==> config.mk <==
export PLATFORM = sky130hd
export DESIGN_NAME = inference_batch_scheduler_flat
export DESIGN_NICKNAME = d
export VERILOG_FILES = /design/src/rtl/inference_batch_scheduler_if.sv /design/src/rtl/inference_batch_scheduler.sv /design/src/flat_wrapper.sv
export SDC_FILE = /design/constraint.sdc
export NUM_CORES = 1
export LEC_CHECK = 0
export ABC_AREA = 0
export ABC_CLOCK_PERIOD_IN_PS = 12700
export BUFFER_PORTS_ARGS = -buffer_cell sky130_fd_sc_hd__buf_2
export CELL_PAD_IN_SITES_DETAIL_PLACEMENT = 2
export CELL_PAD_IN_SITES_GLOBAL_PLACEMENT = 2
export CORE_ASPECT_RATIO = 2
export CORE_UTILIZATION = 39
export DETAILED_ROUTE_END_ITERATION = 8
export PLACE_DENSITY_LB_ADDON = 0.2
export SETUP_SLACK_MARGIN = 0.05
export SKIP_CTS_REPAIR_TIMING = 1
export SLEW_MARGIN = 20
export SYNTH_ARGS = -nofsm -noshare
export SYNTH_HDL_FRONTEND = slang
export SYNTH_SLANG_ARGS = --single-unit
==> constraint.sdc <==
create_clock -name clk -period 12.7 [get_ports clk]
set_clock_uncertainty 0.05 [all_clocks]
set_input_delay 3.175 -clock clk [delete_from_list [all_inputs] [get_ports clk]]
set_output_delay 3.175 -clock clk [all_outputs]
set_load 0.1 [all_outputs]
==> src/rtl/inference_batch_scheduler_if.sv <==
// Signal bundle between the batch scheduler (master) and the host, sample
// memory, CNN input BRAM, inference core and result consumer (slave).
interface inference_batch_scheduler_if #(
    parameter int SMEM_AW = 16
);
    logic               i_batch_start;
    logic [7:0]         i_batch_count;
    logic               o_busy;
    logic [SMEM_AW-1:0] o_smem_addr;
    logic [7:0]         i_smem_rdata;
    logic               o_bram_we;
    logic [8:0]         o_bram_addr;
    logic [7:0]         o_bram_wdata;
    logic               o_start_inference;
    logic               i_inference_done;
    logic [1:0]         i_predicted_class;
    logic               o_result_valid;
    logic               i_result_ready;
    logic [7:0]         o_result_index;
    logic [1:0]         o_result_class;
    logic               o_result_timeout;
    logic [31:0]        o_class_hist;
    logic [7:0]         o_timeout_count;
    logic               o_batch_done;

    modport master (
        input  i_batch_start, i_batch_count, i_smem_rdata, i_inference_done,
               i_predicted_class, i_result_ready,
        output o_busy, o_smem_addr, o_bram_we, o_bram_addr, o_bram_wdata,
               o_start_inference, o_result_valid, o_result_index, o_result_class,
               o_result_timeout, o_class_hist, o_timeout_count, o_batch_done
    );

    modport slave (
        output i_batch_start, i_batch_count, i_smem_rdata, i_inference_done,
               i_predicted_class, i_result_ready,
        input  o_busy, o_smem_addr, o_bram_we, o_bram_addr, o_bram_wdata,
               o_start_inference, o_result_valid, o_result_index, o_result_class,
               o_result_timeout, o_class_hist, o_timeout_count, o_batch_done
    );
endinterface

==> src/rtl/inference_batch_scheduler.sv <==
// Batch sequencer: loads each sample into the CNN input BRAM, kicks inference,
// waits for done (with timeout) and hands out one result record per sample.
module inference_batch_scheduler #(
    parameter int PIXELS         = 256,
    parameter int START_HOLD     = 4,
    parameter int TIMEOUT_CYCLES = 65535,
    parameter int SMEM_AW        = 16
) (
    input  logic                        clk,
    input  logic                        rst,
    inference_batch_scheduler_if.master bus
);
    localparam int KW = 10;
    localparam int HW = (START_HOLD > 1) ? $clog2(START_HOLD) : 1;
    localparam int TW = (TIMEOUT_CYCLES > 1) ? $clog2(TIMEOUT_CYCLES) : 1;

    localparam logic [KW-1:0]      K_LAST    = KW'(PIXELS);
    localparam logic [HW-1:0]      H_LAST    = HW'(START_HOLD - 1);
    localparam logic [TW-1:0]      T_LAST    = TW'(TIMEOUT_CYCLES - 1);
    localparam logic [SMEM_AW-1:0] BASE_STEP = SMEM_AW'(PIXELS);

    typedef enum logic [2:0] {
        S_IDLE, S_LOAD, S_START, S_WAIT, S_RESULT, S_DONE
    } state_t;

    state_t             r_state;
    logic [KW-1:0]      r_k;
    logic [HW-1:0]      r_hold;
    logic [TW-1:0]      r_tmo;
    logic [7:0]         r_count;
    logic [7:0]         r_index;
    logic [SMEM_AW-1:0] r_base;
    logic               r_done_q;
    logic [7:0]         r_hist [4];
    logic [7:0]         r_timeout_count;
    logic               r_busy;
    logic [SMEM_AW-1:0] r_smem_addr;
    logic               r_bram_we;
    logic [8:0]         r_bram_addr;
    logic               r_start;
    logic               r_valid;
    logic [1:0]         r_class;
    logic               r_timeout;
    logic               r_batch_done;

    logic               w_done_edge;
    logic [KW-1:0]      w_k_next;

    assign w_done_edge = bus.i_inference_done & ~r_done_q;
    assign w_k_next    = r_k + 1'b1;

    always_ff @(posedge clk or posedge rst) begin
        if (rst) begin
            r_state         <= S_IDLE;
            r_k             <= '0;
            r_hold          <= '0;
            r_tmo           <= '0;
            r_count         <= '0;
            r_index         <= '0;
            r_base          <= '0;
            r_done_q        <= 1'b0;
            for (int i = 0; i < 4; i++) r_hist[i] <= '0;
            r_timeout_count <= '0;
            r_busy          <= 1'b0;
            r_smem_addr     <= '0;
            r_bram_we       <= 1'b0;
            r_bram_addr     <= '0;
            r_start         <= 1'b0;
            r_valid         <= 1'b0;
            r_class         <= '0;
            r_timeout       <= 1'b0;
            r_batch_done    <= 1'b0;
        end else begin
            r_done_q     <= bus.i_inference_done;
            r_bram_we    <= 1'b0;
            r_batch_done <= 1'b0;
            case (r_state)
                S_IDLE: begin
                    if (bus.i_batch_start) begin
                        r_count         <= bus.i_batch_count;
                        r_index         <= '0;
                        r_base          <= '0;
                        r_timeout_count <= '0;
                        for (int i = 0; i < 4; i++) r_hist[i] <= '0;
                        r_busy          <= 1'b1;
                        r_smem_addr     <= '0;
                        r_k             <= '0;
                        if (bus.i_batch_count == 8'd0) begin
                            r_batch_done <= 1'b1;
                            r_state      <= S_DONE;
                        end else begin
                            r_state <= S_LOAD;
                        end
                    end
                end
                // Address for pixel k goes out in phase k; its data lands in phase k+1.
                S_LOAD: begin
                    if (r_k == K_LAST) begin
                        r_start <= 1'b1;
                        r_hold  <= '0;
                        r_state <= S_START;
                    end else begin
                        r_k         <= w_k_next;
                        r_bram_we   <= 1'b1;
                        r_bram_addr <= r_k[8:0];
                        if (w_k_next != K_LAST) r_smem_addr <= r_base + SMEM_AW'(w_k_next);
                    end
                end
                S_START: begin
                    if (r_hold == H_LAST) begin
                        r_start <= 1'b0;
                        r_tmo   <= '0;
                        r_state <= S_WAIT;
                    end else begin
                        r_hold <= r_hold + 1'b1;
                    end
                end
                S_WAIT: begin
                    if (w_done_edge) begin
                        r_class   <= bus.i_predicted_class;
                        r_timeout <= 1'b0;
                        r_valid   <= 1'b1;
                        r_state   <= S_RESULT;
                    end else if (r_tmo == T_LAST) begin
                        r_class   <= '0;
                        r_timeout <= 1'b1;
                        r_valid   <= 1'b1;
                        r_state   <= S_RESULT;
                    end else begin
                        r_tmo <= r_tmo + 1'b1;
                    end
                end
                S_RESULT: begin
                    if (bus.i_result_ready) begin
                        r_valid <= 1'b0;
                        if (r_timeout) begin
                            if (r_timeout_count != 8'hFF) r_timeout_count <= r_timeout_count + 8'd1;
                        end else if (r_hist[r_class] != 8'hFF) begin
                            r_hist[r_class] <= r_hist[r_class] + 8'd1;
                        end
                        if (r_index == r_count - 8'd1) begin
                            r_batch_done <= 1'b1;
                            r_state      <= S_DONE;
                        end else begin
                            r_index     <= r_index + 8'd1;
                            r_base      <= r_base + BASE_STEP;
                            r_smem_addr <= r_base + BASE_STEP;
                            r_k         <= '0;
                            r_state     <= S_LOAD;
                        end
                    end
                end
                S_DONE: begin
                    r_busy  <= 1'b0;
                    r_state <= S_IDLE;
                end
                default: r_state <= S_IDLE;
            endcase
        end
    end

    // Write data is the memory's registered read port passed straight through,
    // so it lines up with the registered write strobe without an extra stage.
    assign bus.o_bram_wdata      = r_bram_we ? bus.i_smem_rdata : 8'd0;
    assign bus.o_busy            = r_busy;
    assign bus.o_smem_addr       = r_smem_addr;
    assign bus.o_bram_we         = r_bram_we;
    assign bus.o_bram_addr       = r_bram_addr;
    assign bus.o_start_inference = r_start;
    assign bus.o_result_valid    = r_valid;
    assign bus.o_result_index    = r_index;
    assign bus.o_result_class    = r_class;
    assign bus.o_result_timeout  = r_timeout;
    assign bus.o_class_hist      = {r_hist[3], r_hist[2], r_hist[1], r_hist[0]};
    assign bus.o_timeout_count   = r_timeout_count;
    assign bus.o_batch_done      = r_batch_done;
endmodule
==> src/flat_wrapper.sv <==
// flat-port wrapper written by rule: the top's interface ports become plain ports
module inference_batch_scheduler_flat 
#(
    parameter int PIXELS         = 256,
    parameter int START_HOLD     = 4,
    parameter int TIMEOUT_CYCLES = 65535,
    parameter int SMEM_AW        = 16
)
  (clk, rst, bus_i_batch_start, bus_i_batch_count, bus_i_smem_rdata, bus_i_inference_done, bus_i_predicted_class, bus_i_result_ready, bus_o_busy, bus_o_smem_addr, bus_o_bram_we, bus_o_bram_addr, bus_o_bram_wdata, bus_o_start_inference, bus_o_result_valid, bus_o_result_index, bus_o_result_class, bus_o_result_timeout, bus_o_class_hist, bus_o_timeout_count, bus_o_batch_done);
  inference_batch_scheduler_if #(.SMEM_AW(SMEM_AW)) bus_i ();
  input  logic clk;
  input  logic rst;
  input wire logic [$bits(bus_i.i_batch_start)-1:0] bus_i_batch_start;
  input wire logic [$bits(bus_i.i_batch_count)-1:0] bus_i_batch_count;
  input wire logic [$bits(bus_i.i_smem_rdata)-1:0] bus_i_smem_rdata;
  input wire logic [$bits(bus_i.i_inference_done)-1:0] bus_i_inference_done;
  input wire logic [$bits(bus_i.i_predicted_class)-1:0] bus_i_predicted_class;
  input wire logic [$bits(bus_i.i_result_ready)-1:0] bus_i_result_ready;
  output wire logic [$bits(bus_i.o_busy)-1:0] bus_o_busy;
  output wire logic [$bits(bus_i.o_smem_addr)-1:0] bus_o_smem_addr;
  output wire logic [$bits(bus_i.o_bram_we)-1:0] bus_o_bram_we;
  output wire logic [$bits(bus_i.o_bram_addr)-1:0] bus_o_bram_addr;
  output wire logic [$bits(bus_i.o_bram_wdata)-1:0] bus_o_bram_wdata;
  output wire logic [$bits(bus_i.o_start_inference)-1:0] bus_o_start_inference;
  output wire logic [$bits(bus_i.o_result_valid)-1:0] bus_o_result_valid;
  output wire logic [$bits(bus_i.o_result_index)-1:0] bus_o_result_index;
  output wire logic [$bits(bus_i.o_result_class)-1:0] bus_o_result_class;
  output wire logic [$bits(bus_i.o_result_timeout)-1:0] bus_o_result_timeout;
  output wire logic [$bits(bus_i.o_class_hist)-1:0] bus_o_class_hist;
  output wire logic [$bits(bus_i.o_timeout_count)-1:0] bus_o_timeout_count;
  output wire logic [$bits(bus_i.o_batch_done)-1:0] bus_o_batch_done;
  assign bus_i.i_batch_start = bus_i_batch_start;
  assign bus_i.i_batch_count = bus_i_batch_count;
  assign bus_i.i_smem_rdata = bus_i_smem_rdata;
  assign bus_i.i_inference_done = bus_i_inference_done;
  assign bus_i.i_predicted_class = bus_i_predicted_class;
  assign bus_i.i_result_ready = bus_i_result_ready;
  assign bus_o_busy = bus_i.o_busy;
  assign bus_o_smem_addr = bus_i.o_smem_addr;
  assign bus_o_bram_we = bus_i.o_bram_we;
  assign bus_o_bram_addr = bus_i.o_bram_addr;
  assign bus_o_bram_wdata = bus_i.o_bram_wdata;
  assign bus_o_start_inference = bus_i.o_start_inference;
  assign bus_o_result_valid = bus_i.o_result_valid;
  assign bus_o_result_index = bus_i.o_result_index;
  assign bus_o_result_class = bus_i.o_result_class;
  assign bus_o_result_timeout = bus_i.o_result_timeout;
  assign bus_o_class_hist = bus_i.o_class_hist;
  assign bus_o_timeout_count = bus_i.o_timeout_count;
  assign bus_o_batch_done = bus_i.o_batch_done;
  inference_batch_scheduler #(.PIXELS(PIXELS), .START_HOLD(START_HOLD), .TIMEOUT_CYCLES(TIMEOUT_CYCLES), .SMEM_AW(SMEM_AW)) u_core (.clk(clk), .rst(rst), .bus(bus_i));
endmodule
# Word level (Yosys, flattened, before mapping)
# Cells that the tools add are included.
[word_totals] regBits=137 inputBits=23 output_inout_bits=89 wordCells=155
[classes] add_sub_neg=9 magnitude_cmp=2 eq_ne=27 muxes=67 bitwise=4 n_reduce_logical=24
[op_table] operator="$mux 16" count=8
[op_table] operator="$mux 32" count=4
[op_table] operator="$mux 8" count=10
[op_table] operator="$pmux 16 s2" count=2
[op_table] operator="$pmux 32 s2" count=1
[op_table] operator="$pmux 16 s3" count=1
[op_table] operator="$mux 10" count=4
[op_table] operator="$bwmux 32" count=1
[op_table] operator="$pmux 8 s2" count=2
[op_table] operator="$pmux 10 s3" count=1
[op_table] operator="$add 8x1->8 const B" count=3
[op_table] operator="$mux 3" count=8
[op_table] operator="$reduce_and 5->1" count=4
[op_table] operator="$add 16x1->16 const B" count=1
[op_table] operator="$add 16x10->16" count=1
[op_table] operator="$add 16x9->16 const B" count=1
[op_table] operator="$bmux 8 s2" count=1
[op_table] operator="$demux 8 s2" count=1
[op_table] operator="$eq 16x16->1 const B" count=1
[op_table] operator="$ne 2x2->1 const B" count=8
[op_table] operator="$ne 8x8->1 const B" count=2
[op_table] operator="$pmux 3 s5" count=1
[op_table] operator="$mux 1" count=13
[op_table] operator="$ne 2x1->1 const B" count=6
[op_table] operator="28 further kinds" count=48

# Depth between registers and ports, before layout
# Gate-level depths: netlist (run 1).
[depth] ltp_word=10 mapped_depth=12 mapped_depth_nobuf=11

# Least setup slack after synthesis (run 1)
# No wires, ideal clock.
[synth_timing] path_type="input-to-output" from="in bus_i_smem_rdata[0]" to="out bus_o_bram_wdata[0]" arrival_time_ns=3.912 t_required_ns=9.475 path_slack_ns=5.563 path_stages=1 path_buffers=0 path_cell_list="and2_1"
[synth_via] elab_chain_len=1
[synth_rtl] item="start: declaration" line="flat_wrapper.sv:15" text="input wire logic [$bits(bus_i.i_smem_rdata)-1:0] bus_i_smem_rdata;"
[synth_rtl] item="$mux 8" line="inference_batch_scheduler.sv:164" text="assign bus.o_bram_wdata = r_bram_we ? bus.i_smem_rdata : 8'd0;"
[synth_rtl] item="end: declaration" line="flat_wrapper.sv:23" text="output wire logic [$bits(bus_i.o_bram_wdata)-1:0] bus_o_bram_wdata;"
# Every way passes these cells.

# Worst setup path after layout (run 1)
[layout_timing] from="in bus_i_smem_rdata[1]" to="out bus_o_bram_wdata[1]"
# Same word-level chain as after synthesis.

==> flow_summary.json, run 1 <==
{
  "synth_commonest_cells": "dfrtp_1, nand2_1, nor2_1, clkbuf_1, o21ai_0",
  "reg2regPathDepth": 5,
  "crit_required_ns": 9.47,
  "drtIter0Drc": 267,
  "final_nets": 869,
  "cts_tree": "done",
  "outcome": "finished with violations",
  "coreArea_um2": 17900,
  "crit_arrival_ns": 3.80,
  "h-tree-depth": 4,
  "period_share": 0.553,
  "maxCapViolCount": 0,
  "fin_cells": 1057,
  "worstMarginPinSlew_ns": 1.06,
  "hold_ws_ns": 0.424,
  "setup_ws_ns": 5.68,
  "finalMaxSlewViolations": 0,
  "synth-seq-area-share": 0.449,
  "vias_per_cell": 5.96,
  "rsz0062_at_grt": "no",
  "synth_area_um2": 7200,
  "clock-sinks": 129,
  "holdPathStages": 2,
  "overflow": 0,
  "multi_input_area_um2": 3690,
  "ant_nets": 0,
  "syn_inst": 742,
  "port_buffers": 111,
  "end_kind": "output pin",
  "yosysMostFrequentCell": "dfrtp_1",
  "yosysTopAreaCell": "dfrtp_1",
  "leakagePower_nw": 3.95,
  "grt_pass1_vias": 7188,
  "synth_top_area_share": 0.449,
  "netlist-cell-type-count": 66,
  "cp-startpoint": "bus_i_smem_rdata[1]",
  "areaGrowthSynthToFinish_pct": 17.8,
  "clkTransAtPathRegs_ns": 0.06,
  "drt-total-wl_um": 24100,
  "pre_cts_ws_ns": 5.67,
  "grt.total_usage": 0.266,
  "synthTopCellsByArea": "dfrtp_1, nand2_1, o2bb2ai_1",
  "grt_pass1_wl_um": 39200,
  "detailedPlacementHpwl_um": 16800,
  "yosysWarnings": 0,
  "ios": 112,
  "utilization": 0.474,
  "slew_headroom": 0.294,
  "placed_cells": 1026,
  "violations": "design-rule violations",
  "synth_edf_count": 0,
  "placed_area_um2": 7870,
  "hold_class": "flop to flop",
  "crit_path_start_kind": "input port",
  "reg2reg_from": "u_core.r_state[0]",
  "setup_violations": 0,
  "grt_max_degree": 70,
  "cts_root_buffer": "clkbuf_16",
  "fillers": 1901,
  "grt_antenna_before_repair": 0,
  "cp_max_fo": 1,
  "drive_above_1_share": 0.213,
  "vdd_drop_max_mv": 0.0986,
  "initial_utilization": 0.403,
  "ys.flop_type": "dfrtp_1",
  "syn_nets": 779,
  "diodes": 0,
  "async_flop_share": 1.00,
  "cts_buffer_depth": 2,
  "seq_area_um2": 3230,
  "tns_ns": 0,
  "fmax_mhz": 142,
  "powerDensity_nw_per_um2": 195,
  "min_from": "u_core.bus.o_bram_addr[7]",
  "fin_area_um2": 8480,
  "critPathKind": "input port to output pin",
  "routedWlPerCell_um": 22.8,
  "cts-buffers-inserted": 17,
  "drc": 11,
  "dieArea_um2": 19000,
  "final-hold-violation-count": 0,
  "clk_latency_ns": 0.43,
  "die_h_um": 194,
  "avgSynthCellArea_um2": 9.70,
  "die_x_um": 98.0,
  "power_mw": 1.65,
  "rows": 69,
  "vias": 6299,
  "gp_congestion": 0.839,
  "first_pass_iters": 6,
  "min_period_ns": 7.02,
  "synth-seq-cells": 129
}
-- sequential cells by signal (all words and copies together), names as in the netlist --
name	cells
u_core.bus.o_result_index	8
u_core.bus.o_timeout_count	8
u_core.bus.o_busy	1
u_core.bus.o_batch_done	1
u_core.bus.o_result_valid	1
u_core.bus.o_bram_addr	9
u_core.bus.o_result_class	2
u_core.r_count	8
u_core.r_k	10
u_core.bus.o_bram_we	1
u_core.bus.o_class_hist	32
u_core.r_done_q	1
u_core.r_base	8
u_core.r_state	3
u_core.bus.o_smem_addr	16
u_core.r_hold	2
u_core.r_tmo	16
u_core.bus.o_result_timeout	1
u_core.bus.o_start_inference	1
-- placed cells by master (no fill, tap or decap), types with 6 or more instances in the layout --
master       n
dfrtp_1    129
buf_2      111
nand2_1     89
nor2_1      52
o21ai_0     36
o2bb2ai_1   34
nand3_1     32
xnor2_1     30
a21oi_1     28
inv_1       21
and2_1      18
xor2_1      18
clkbuf_16   17
nand4_1     15
ha_1        14
nor3_1      13
o31ai_1     13
nand2b_1    10
mux2_2      10
and3_1       9
o22ai_1      9
mux4_2       8
nor4_1       7
mux2i_1      7
a211oi_1     6
o211ai_1     6
-- cells by family after synthesis --
logic type               after synthesis  synth area share
AND/OR/NAND/NOR                      278             0.194
AO/OA/AOI/OAI                        175             0.174
flip-flops                           129             0.449
buffers and inverters                 67            0.0386
XOR/XNOR                              49            0.0616
multiplexers                          29            0.0588
adder cells (fa/ha/maj)               14            0.0243
other                                  1          0.000521
-- layout make-up --
type / instances / share of cell area
clock buffers: 20 / 0.0527
inverters: 22 / 0.0100
multi-input cells: 546 / 0.436
clock inverters: 11 / 0.0192
well taps: 213 / 0.0314
flip-flops and latches: 129 / 0.381
repair buffers: 116 / 0.0700
-- critical path, cell delays in order --
cell	delay [ns]
buf_2	0.08
and2_1	0.12
buf_2	0.42
-- layer usage --
layer | wire length (µm) | GRT usage
met2 | 13900 | 0.520
met4 | 823 | 0.131
met3 | 710 | 0.0404
met1 | 8630 | 0.263
met5 | 0 | 0
-- path summary, 6_finish.rpt --
| kind | to | slack, ns |
|---|---|---|
| setup / recovery | bus_o_bram_wdata[1] | 5.68 |
| hold / removal | u_core.bus.o_bram_addr[7] | 0.42 |
| setup reg to reg | u_core.bus.o_class_hist[30] | 8.92 |
| hold reg to reg | u_core.bus.o_bram_addr[7] | 0.42 |
| max in group asynchronous | u_core.r_tmo[3] | 8.33 |
| min in group asynchronous | u_core.bus.o_class_hist[0] | 2.84 |
-- power breakdown --
group | total, mW | switching (mW) | internal [mW]
logic | 0.563 | 0.420 | 0.143
clock network | 0.517 | 0.186 | 0.331
registers | 0.568 | 0.0973 | 0.471
total | 1.65 | 0.704 | 0.945
No activity file was read; power rests on OpenSTA's default activity.
==> run 2: changes to the inputs <==
--- a/config.mk
+++ b/config.mk
@@ -6,12 +6,12 @@
 export NUM_CORES = 1
 export LEC_CHECK = 0
 export ABC_AREA = 0
-export ABC_CLOCK_PERIOD_IN_PS = 12700
+export ABC_CLOCK_PERIOD_IN_PS = 5800
 export BUFFER_PORTS_ARGS = -buffer_cell sky130_fd_sc_hd__buf_2
 export CELL_PAD_IN_SITES_DETAIL_PLACEMENT = 2
 export CELL_PAD_IN_SITES_GLOBAL_PLACEMENT = 2
 export CORE_ASPECT_RATIO = 2
-export CORE_UTILIZATION = 39
+export CORE_UTILIZATION = 32
 export DETAILED_ROUTE_END_ITERATION = 8
 export PLACE_DENSITY_LB_ADDON = 0.2
 export SETUP_SLACK_MARGIN = 0.05
==> constraint.sdc (replaced) <==
create_clock -name clk -period 5.8 [get_ports clk]
set_clock_uncertainty 0.05 [all_clocks]
set_input_delay 1.45 -clock clk [delete_from_list [all_inputs] [get_ports clk]]
set_output_delay 1.45 -clock clk [all_outputs]
set_load 0.1 [all_outputs]
==> flow_summary.json, run 2 (same netlist as run 1, synthesis figures left out) <==
{
  "outcome": "finished clean",
  "gp_congestion": 0.811,
  "die_x_um": 108,
  "dieArea_um2": 23100,
  "tns_ns": 0,
  "drtIter0Drc": 224,
  "maxCapViolCount": 0,
  "vdd_drop_max_mv": 0.280,
  "drive_above_1_share": 0.216,
  "setup_ws_ns": 2.22,
  "grt_max_degree": 49,
  "slew_headroom": 0.242,
  "fmax_mhz": 279,
  "areaGrowthSynthToFinish_pct": 19.5,
  "vias": 6254,
  "finalMaxSlewViolations": 0,
  "combPwrFrac": 0.337,
  "initial_utilization": 0.326,
  "power_switching_mw": 1.55,
  "clkTransAtPathRegs_ns": 0.06,
  "slowest_stage": "buf_2",
  "detailedPlacementHpwl_um": 18200,
  "worstMarginPinSlew_ns": 1.14,
  "cts_root_buffer": "clkbuf_16",
  "powerDensity_nw_per_um2": 426,
  "critPathKind": "input port to output pin",
  "swShare": 0.424,
  "cts_tree": "done",
  "vias_per_cell": 5.57,
  "grt_pass1_vias": 7250,
  "crit_required_ns": 4.30,
  "cp_common_cell": "buf_2",
  "grt_pass1_wl_um": 39900,
  "fillers": 2431,
  "layout_commonest_cell": "dfrtp_1",
  "drt-total-wl_um": 24400,
  "reg2reg_from": "u_core.r_k[0]",
  "reg2reg_slack_ns": 2.23,
  "min_from": "u_core.bus.o_bram_addr[3]",
  "grt.total_usage": 0.226,
  "crit_path_start_kind": "input port",
  "path_delay_family": "buffers and inverters",
  "setup_violations": 0,
  "clock-sinks": 129,
  "end_kind": "output pin",
  "critPathBufInv": 2,
  "crit_arrival_ns": 2.08,
  "drc": 0,
  "leakagePower_nw": 3.97,
  "seq_area_um2": 3230,
  "final_nets": 870,
  "ios": 112,
  "intPower_mw": 2.11,
  "first_pass_iters": 5,
  "most-common-layout-cells": "dfrtp_1, buf_2, nand2_1, nor2_1, o21ai_0",
  "worstPathCellList": "buf_2 -> and2_1 -> buf_2",
  "diodes": 0,
  "grt_antenna_before_repair": 0,
  "cp_max_fo": 1,
  "fin_area_um2": 8600,
  "overflow": 0,
  "h-tree-depth": 4,
  "rows": 77,
  "final-hold-violation-count": 0,
  "routedWlPerCell_um": 21.8,
  "placed_area_um2": 7960,
  "coreArea_um2": 22100,
  "largest_reg_flops": 32,
  "multi_input_area_um2": 3700,
  "clk_latency_ns": 0.43,
  "pre_cts_ws_ns": 2.12,
  "cts-buffers-inserted": 17,
  "die_h_um": 214,
  "rsz0062_at_grt": "no",
  "period_share": 0.618,
  "critPathMaxStageDelay_ns": 0.43,
  "ant_nets": 0,
  "p_clk_frac": 0.323,
  "min_period_ns": 3.58,
  "port_buffers": 111,
  "cts_buffer_depth": 2,
  "cp-startpoint": "bus_i_smem_rdata[1]",
  "seqPwrFrac": 0.340,
  "hold_class": "flop to flop"
}
-- run 2: cell types whose count changed in the layout (fill, tap and decap cells not counted), sizes merged --
cell    delta
clkinv     -2
buf        +1
clkbuf     +3
-- run 2: cell type report --
class | count | share of cell area
Inverter | 22 | 0.00989
Tap cell | 276 | 0.0402
Multi-Input combinational cell | 546 | 0.430
Timing Repair Buffer | 117 | 0.0698
Sequential cell | 129 | 0.375
Clock buffer | 23 | 0.0567
Clock inverter | 9 | 0.0178
-- run 2: through the flow --
stage                     utilization  total power [mW]  hold WS (ns)  std cells
after floorplan                     -              2.19         0.408        742
after global placement          0.361              2.44         0.410       1090
after detailed placement        0.361              2.51         0.424       1090
after CTS                       0.390              3.71         0.438       1122
after global routing            0.390              3.85         0.464       1122
final                           0.390              3.66         0.435       1122
-- run 2: path summary, 6_finish.rpt --
| kind | end | cells after the start |
|---|---|---|
| setup / recovery | bus_o_bram_wdata[1] | 3 |
| min in group asynchronous | u_core.r_count[2] | 2 |
| max in group asynchronous | u_core.r_k[4] | 3 |
| setup reg to reg | u_core.bus.o_smem_addr[12] | 11 |
| hold reg to reg | u_core.bus.o_bram_addr[3] | 2 |
| hold / removal | u_core.bus.o_bram_addr[3] | 2 |
-- run 2: worst reg2reg max path: cells and delay by family (launching register included) --
kind,cells,cell delay [ns]
mux,1,0.26
flops,1,0.54
fa+ha+maj,2,0.82
simple gates,3,0.32
compound gates,5,1.47
-- run 2: power groups by stage --
stage / clock network [mW] / logic [mW] / registers (mW)
after floorplan: 0 / 0.661 / 1.53
after global placement: 0 / 1.20 / 1.25
after detailed placement: 0 / 1.24 / 1.26
after CTS: 1.21 / 1.25 / 1.25
after global routing: 1.25 / 1.33 / 1.27
final: 1.18 / 1.23 / 1.25
-- run 2: layer usage --
layer | vias up | routed length, µm | global-route usage
li1 | 2870 | - | -
met1 | 3225 | 8730 | 0.221
met2 | 112 | 14200 | 0.439
met3 | 47 | 671 | 0.0438
met4 | 0 | 880 | 0.0995
met5 | - | 0 | 0
